<file path="src/rtl/unidade_controle_multiciclo.sv">
// Multicycle control unit: fetch, decode and sequencing of the
// datapath for an RV32I subset, with stall and sticky illegal flag.
module unidade_controle_multiciclo #(
  parameter int MEM_WAIT = 1,
  parameter int OPW      = 3
) (
  input  logic           CLK,
  input  logic           RST,
  input  logic [6:0]     OPCODE,
  input  logic [2:0]     FUNCT3,
  input  logic           FUNCT7B5,
  input  logic           ZERO,
  input  logic           STALL,
  output logic           reset_wire,
  output logic [OPW-1:0] operacao,
  output logic           WRITE_PC,
  output logic           PC_SRC,
  output logic           WRITE_INSTRUCTION,
  output logic           WR_MEM_INSTR,
  output logic           WR_MEM_DATA,
  output logic           WRITE_REG,
  output logic [1:0]     ALU_SRC_B,
  output logic           MEM_TO_REG,
  output logic [3:0]     ESTADO,
  output logic           ILLEGAL
);

  typedef enum logic [3:0] {
    ST_RESET        = 4'd0,
    ST_BUSCA        = 4'd1,
    ST_SOMA         = 4'd2,
    ST_DECODE       = 4'd3,
    ST_EXEC         = 4'd4,
    ST_ENDERECO     = 4'd5,
    ST_MEM_LE       = 4'd6,
    ST_ESCRITA_LOAD = 4'd7,
    ST_MEM_ESC      = 4'd8,
    ST_DESVIO       = 4'd9,
    ST_ERRO         = 4'd15
  } state_t;

  localparam logic [3:0] CNT_LAST = 4'(MEM_WAIT - 1);

  state_t     state, state_n;
  logic [3:0] cnt, cnt_n;
  logic [2:0] alu_op, op3;
  logic       is_r, is_i, is_lui;
  logic       is_ld, is_st, is_br;
  logic       alu_ok, br_ok, taken;
  logic       hold, gate;

  assign is_r   = OPCODE == 7'b0110011;
  assign is_i   = OPCODE == 7'b0010011;
  assign is_lui = OPCODE == 7'b0110111;
  assign is_ld  = OPCODE == 7'b0000011;
  assign is_st  = OPCODE == 7'b0100011;
  assign is_br  = OPCODE == 7'b1100011;

  assign br_ok = FUNCT3[2:1] == 2'b00;
  assign taken = FUNCT3[0] ? !ZERO : ZERO;

  // ERRO is a dead end, so a stall there is meaningless
  assign hold = STALL && state != ST_ERRO;
  // write strobes stay live while RST is low so reset outputs win
  assign gate = hold && RST;

  always_comb begin
    alu_op = 3'd0;
    alu_ok = 1'b1;
    case (FUNCT3)
      3'b000:  alu_op = (is_r && FUNCT7B5) ? 3'd2 : 3'd1;
      3'b111:  alu_op = 3'd3;
      3'b110:  alu_op = 3'd4;
      3'b100:  alu_op = 3'd5;
      default: alu_ok = 1'b0;
    endcase
  end

  always_comb begin
    state_n = state;
    cnt_n   = 4'd0;
    if (hold) begin
      cnt_n = cnt;
    end else begin
      case (state)
        ST_RESET: state_n = ST_BUSCA;
        ST_BUSCA:
          if (cnt == CNT_LAST) state_n = ST_SOMA;
          else cnt_n = cnt + 4'd1;
        ST_SOMA: state_n = ST_DECODE;
        ST_DECODE:
          if (((is_r || is_i) && alu_ok) || is_lui)
            state_n = ST_EXEC;
          else if (is_ld || is_st)
            state_n = ST_ENDERECO;
          else if (is_br && br_ok)
            state_n = ST_DESVIO;
          else
            state_n = ST_ERRO;
        ST_EXEC: state_n = ST_BUSCA;
        ST_ENDERECO:
          state_n = is_ld ? ST_MEM_LE : ST_MEM_ESC;
        ST_MEM_LE:
          if (cnt == CNT_LAST) state_n = ST_ESCRITA_LOAD;
          else cnt_n = cnt + 4'd1;
        ST_ESCRITA_LOAD: state_n = ST_BUSCA;
        ST_MEM_ESC:      state_n = ST_BUSCA;
        ST_DESVIO:       state_n = ST_BUSCA;
        default:         state_n = ST_ERRO;
      endcase
    end
  end

  always_ff @(posedge CLK or negedge RST) begin
    if (!RST) begin
      state   <= ST_RESET;
      cnt     <= 4'd0;
      ILLEGAL <= 1'b0;
    end else begin
      state <= state_n;
      cnt   <= cnt_n;
      if (state_n == ST_ERRO) ILLEGAL <= 1'b1;
    end
  end

  always_comb begin
    reset_wire        = 1'b0;
    op3               = 3'd0;
    WRITE_PC          = 1'b0;
    PC_SRC            = 1'b0;
    WRITE_INSTRUCTION = 1'b0;
    WR_MEM_INSTR      = 1'b0;
    WR_MEM_DATA       = 1'b0;
    WRITE_REG         = 1'b0;
    ALU_SRC_B         = 2'd0;
    MEM_TO_REG        = 1'b0;
    case (state)
      ST_RESET: reset_wire = 1'b1;
      ST_BUSCA: WR_MEM_INSTR = 1'b1;
      ST_SOMA: begin
        WRITE_PC          = 1'b1;
        WRITE_INSTRUCTION = 1'b1;
        op3               = 3'd1;
        ALU_SRC_B         = 2'd1;
      end
      ST_EXEC: begin
        WRITE_REG = 1'b1;
        ALU_SRC_B = is_r ? 2'd0 : 2'd2;
        op3       = is_lui ? 3'd0 : alu_op;
      end
      ST_ENDERECO: begin
        op3       = 3'd1;
        ALU_SRC_B = 2'd2;
      end
      ST_ESCRITA_LOAD: begin
        WRITE_REG  = 1'b1;
        MEM_TO_REG = 1'b1;
      end
      ST_MEM_ESC: WR_MEM_DATA = 1'b1;
      ST_DESVIO: begin
        op3      = 3'd2;
        WRITE_PC = br_ok && taken;
        PC_SRC   = br_ok && taken;
      end
      default: ;
    endcase
    if (gate) begin
      reset_wire        = 1'b0;
      WRITE_PC          = 1'b0;
      WRITE_INSTRUCTION = 1'b0;
      WRITE_REG         = 1'b0;
      WR_MEM_DATA       = 1'b0;
    end
  end

  assign operacao = OPW'(op3);
  assign ESTADO   = state;

endmodule

</file>
<file path="config.mk">
export PLATFORM = sky130hd
export DESIGN_NAME = unidade_controle_multiciclo
export DESIGN_NICKNAME = d
export VERILOG_FILES = /design/src/rtl/unidade_controle_multiciclo.sv
export SDC_FILE = /design/constraint.sdc
export NUM_CORES = 1
export LEC_CHECK = 0
export BUFFER_PORTS_ARGS = -buffer_cell sky130_fd_sc_hd__buf_2
export CORE_MARGIN = 4
export CORE_UTILIZATION = 49
export DETAILED_ROUTE_END_ITERATION = 12
export PLACE_DENSITY = 0.8
export SYNTH_ARGS = -nofsm -noshare
export SYNTH_HDL_FRONTEND = slang
export SYNTH_SLANG_ARGS = --single-unit
</file>
<file path="constraint.sdc">
create_clock -name CLK -period 1.8 [get_ports CLK]
set_input_delay 0.09 -clock CLK [delete_from_list [all_inputs] [get_ports CLK]]
set_output_delay 0.09 -clock CLK [all_outputs]
set_load 0.005 [all_outputs]
</file>
==> results.py <==
metrics = {
    "layout": {
        "drive_gt1_frac": 0.362,
        "syn_to_final_growth_pct": 27.1,
        "antenna-diode-count": 0,
        "final.fill_count": 167,
        "design.final.nets": 170,
        "finish.cell_count_without_fillers": 177,
        "layout.cells.most_common_list": "sky130_fd_sc_hd__buf_2, sky130_fd_sc_hd__nand2_1, sky130_fd_sc_hd__o21ai_0",
        "final_common_cell": "sky130_fd_sc_hd__buf_2",
    },
    "clock_network": {
        "cts_max_level": 1,
        "cts-buffers-inserted": 3,
        "clk_path_buf_depth": 2,
        "postCtsSetupRepairBufs": 0,
        "post_cts_clock_slew_at_the_launch_and_capture_registers_of_the_worst_setup_and_hold_paths_ns": 0.06,
        "cts_num_sinks": 9,
        "cts_tree": "built",
        "buffer_type_at_the_clock_tree_root": "sky130_fd_sc_hd__clkbuf_4",
        "clk_latency_ns": 0.26,
    },
    "detailed_routing": {
        "first_drt_pass_iteration_count": 4,
        "routed_via_density": 5.99,
        "remaining_drc_errors": 0,
        "routed_wl_um": 2650,
        "dr.first_iter.drc_count": 37,
        "detail_route.wl_per_cell_um": 14.9,
        "route.vias.total": 1061,
        "route.antenna.remaining_nets": 0,
    },
    "global_routing": {
        "largest_net_degree_at_the_start_of_global_routing": 13,
        "grt_antenna_before_repair": 0,
        "first_global_vias": 974,
        "grt_first_pass_wirelength_um": 4250,
        "grt_remaining_overflow": 0,
        "grt.total_usage": 0.212,
    },
    "synth": {
        "syn_avg_cell_area_um2": 7.87,
        "synth_fp_nets": 133,
        "synth_area_leader_cell": "sky130_fd_sc_hd__dfrtp_1",
        "number_of_unique_standard_cell_types_used_by_synthesis": 42,
        "synth-warning-count": 0,
        "post_synth_instance_area_um2": 913,
        "ys_seq_elements": 9,
        "number_of_flops_mapped_to_enable_cells_by_yosys": 0,
        "asyncSetResetFlopFracSynth": 1.00,
        "yosysSeqAreaShare": 0.247,
        "synth_largest_type_area_fraction": 0.247,
        "ys.flop_type": "sky130_fd_sc_hd__dfrtp_1",
        "post_synth_inst_count": 116,
        "netlist_top_cells_area": "sky130_fd_sc_hd__dfrtp_1, sky130_fd_sc_hd__nand2_1, sky130_fd_sc_hd__o21ai_0, sky130_fd_sc_hd__nand2b_1, sky130_fd_sc_hd__nand3_1",
    },
    "floorplanning": {
        "die-width_um": 51.2,
        "io_pins": 33,
        "initial_standard_cell_utilization_of_the_core": 0.523,
        "die_height_um": 51.2,
        "fp.dieArea_um2": 2620,
        "rows": 15,
        "coreArea_um2": 1750,
    },
    "place": {
        "buffer_ports.inserted": 32,
        "dp.final_hpwl_um": 2030,
        "place_inst": 172,
        "gpl.final_weighted_congestion": 0.868,
    },
    "sta": {
        "relative_slew_margins": 0.728,
        "setup_viol": 0,
        "tightestPinTransition_ns": 0.403,
        "drv_slew": 0,
        "fin_crit_ns": 1.73,
        "fin_setup_tns_ns": 0,
        "finalCritPeriodShare": 0.960,
        "clock_skew_ns": 0.00294,
        "fmaxAchievable_mhz": 579,
        "rsz_0062_raised_after_global_routing": "yes",
        "hold_viol": 0,
    },
    "min_path": {
        "worstHoldPathType": "in2reg",
    },
    "power": {
        "peakVddDrop_mv": 0.456,
        "power.density_nw_per_um2": 363,
        "leakagePower_uw": 0.000515,
    },
    "flow_run": {
        "drv.max_cap_violation_count": 0,
    },
    "setup_path": {
        "cp_slowest_stage_delay_ns": 0.49,
        "arrival_ns": 1.64,
        "timing.critical_path.to_type": "output pin",
        "ff2ff_setup_slack_ns": 0.14,
        "worst-setup-path-type": "reg2out",
        "worst-path-buf-inv": 2,
        "path_max_fanout": 12,
        "timing.critical_path.max_delay_family": "flip-flops",
        "critical_path_required_ns": 1.71,
        "cp_slowest_cell": "sky130_fd_sc_hd__dfrtp_2",
        "worstSetupStartpointType": "flip-flop",
        "path_cells": "buf_4 > nand2b_1 > nor3_2 > a2bb2oi_1 > buf_2",
    },
    "outcome": {
        "outcome": "complete, no violations",
    },
}
routing by layer:
| layer | up-vias | part of all wire | track usage |
|---|---|---|---|
| met4 | 0 | 0.018 | 0.0538 |
| met3 | 13 | 0.066 | 0.0466 |
| met2 | 59 | 0.47 | 0.369 |
| met5 | - | 0 | 0 |
| li1 | 507 | - | - |
| met1 | 482 | 0.44 | 0.262 |
where the power goes:
part	switching, µW	internal, µW
Combinational	34.5	26.2
Clock	73.5	85.6
Sequential	0.000000000000184	202
Total	108	314
through the flow:
step | area, µm² | setup WS (ns) | util | total power, µW | hold slack [ns]
2_1_floorplan | 913 | 0.255 | - | 231 | -0.206
3_3_place_gp | 1110 | 0.145 | 0.635 | 261 | -0.0299
3_5_place_dp | 1110 | 0.0818 | 0.635 | 264 | -0.0206
4_1_cts | 1150 | 0.00869 | 0.659 | 426 | 0.139
5_1_grt | 1160 | -0.0210 | 0.665 | 447 | 0.165
6_report | 1160 | 0.0725 | 0.665 | 422 | 0.150
state kept, by name (all words and copies together) (netlist names):
name	flops
ESTADO	4
ILLEGAL	1
cnt	4
synth_stat cells, types with 4 or more instances:
master                     instances
sky130_fd_sc_hd__a21boi_0          4
sky130_fd_sc_hd__dfrtp_1           9
sky130_fd_sc_hd__inv_1             7
sky130_fd_sc_hd__nand2_1          12
sky130_fd_sc_hd__nand2b_1          5
sky130_fd_sc_hd__nand3_1           6
sky130_fd_sc_hd__nor2_1            7
sky130_fd_sc_hd__nor2b_1           4
sky130_fd_sc_hd__nor3_1            6
sky130_fd_sc_hd__nor3b_1           4
sky130_fd_sc_hd__o21ai_0           8
final cells by class:
type | instances | area, µm² | share of cell area
sequential | 9 | 229 | 0.197
timing repair buffer | 37 | 200 | 0.172
clock buffer | 4 | 26.3 | 0.0226
multi-input combinational | 95 | 648 | 0.558
inverter | 7 | 26.3 | 0.0226
tap | 25 | 31.3 | 0.0269
path summary, 6_finish.rpt:
check	start	cells past startpoint	end
setup / recovery	ESTADO[2]$_DFF_PN0_	5	WRITE_PC
max in group asynchronous	RST	2	ESTADO[2]$_DFF_PN0_
setup reg to reg	ESTADO[3]$_DFF_PN0_	6	ILLEGAL$_DFFE_PN0N_
hold reg to reg	ILLEGAL$_DFFE_PN0N_	1	ILLEGAL$_DFFE_PN0N_
hold / removal	STALL	2	ESTADO[1]$_DFF_PN0_
min in group asynchronous	RST	2	cnt[2]$_DFFE_PN0N_
logic make-up after synthesis:
kind of cell / after synthesis / synth area share
AO/OA/AOI/OAI: 35 / 0.288
XOR/XNOR: 3 / 0.0288
buffers and inverters: 12 / 0.0575
AND/OR/NAND/NOR: 55 / 0.352
flip-flops: 9 / 0.247
adder cells (fa/ha/maj): 2 / 0.0274
repair_timing:
item                                    in CTS  in global routing
hold buffers                                 1                  0
gates resized for setup                      3                  3
endpoints found under the setup margin       4                  5
endpoints found under the hold margin        9                  0
No activity file was read; power rests on OpenSTA's default activity.
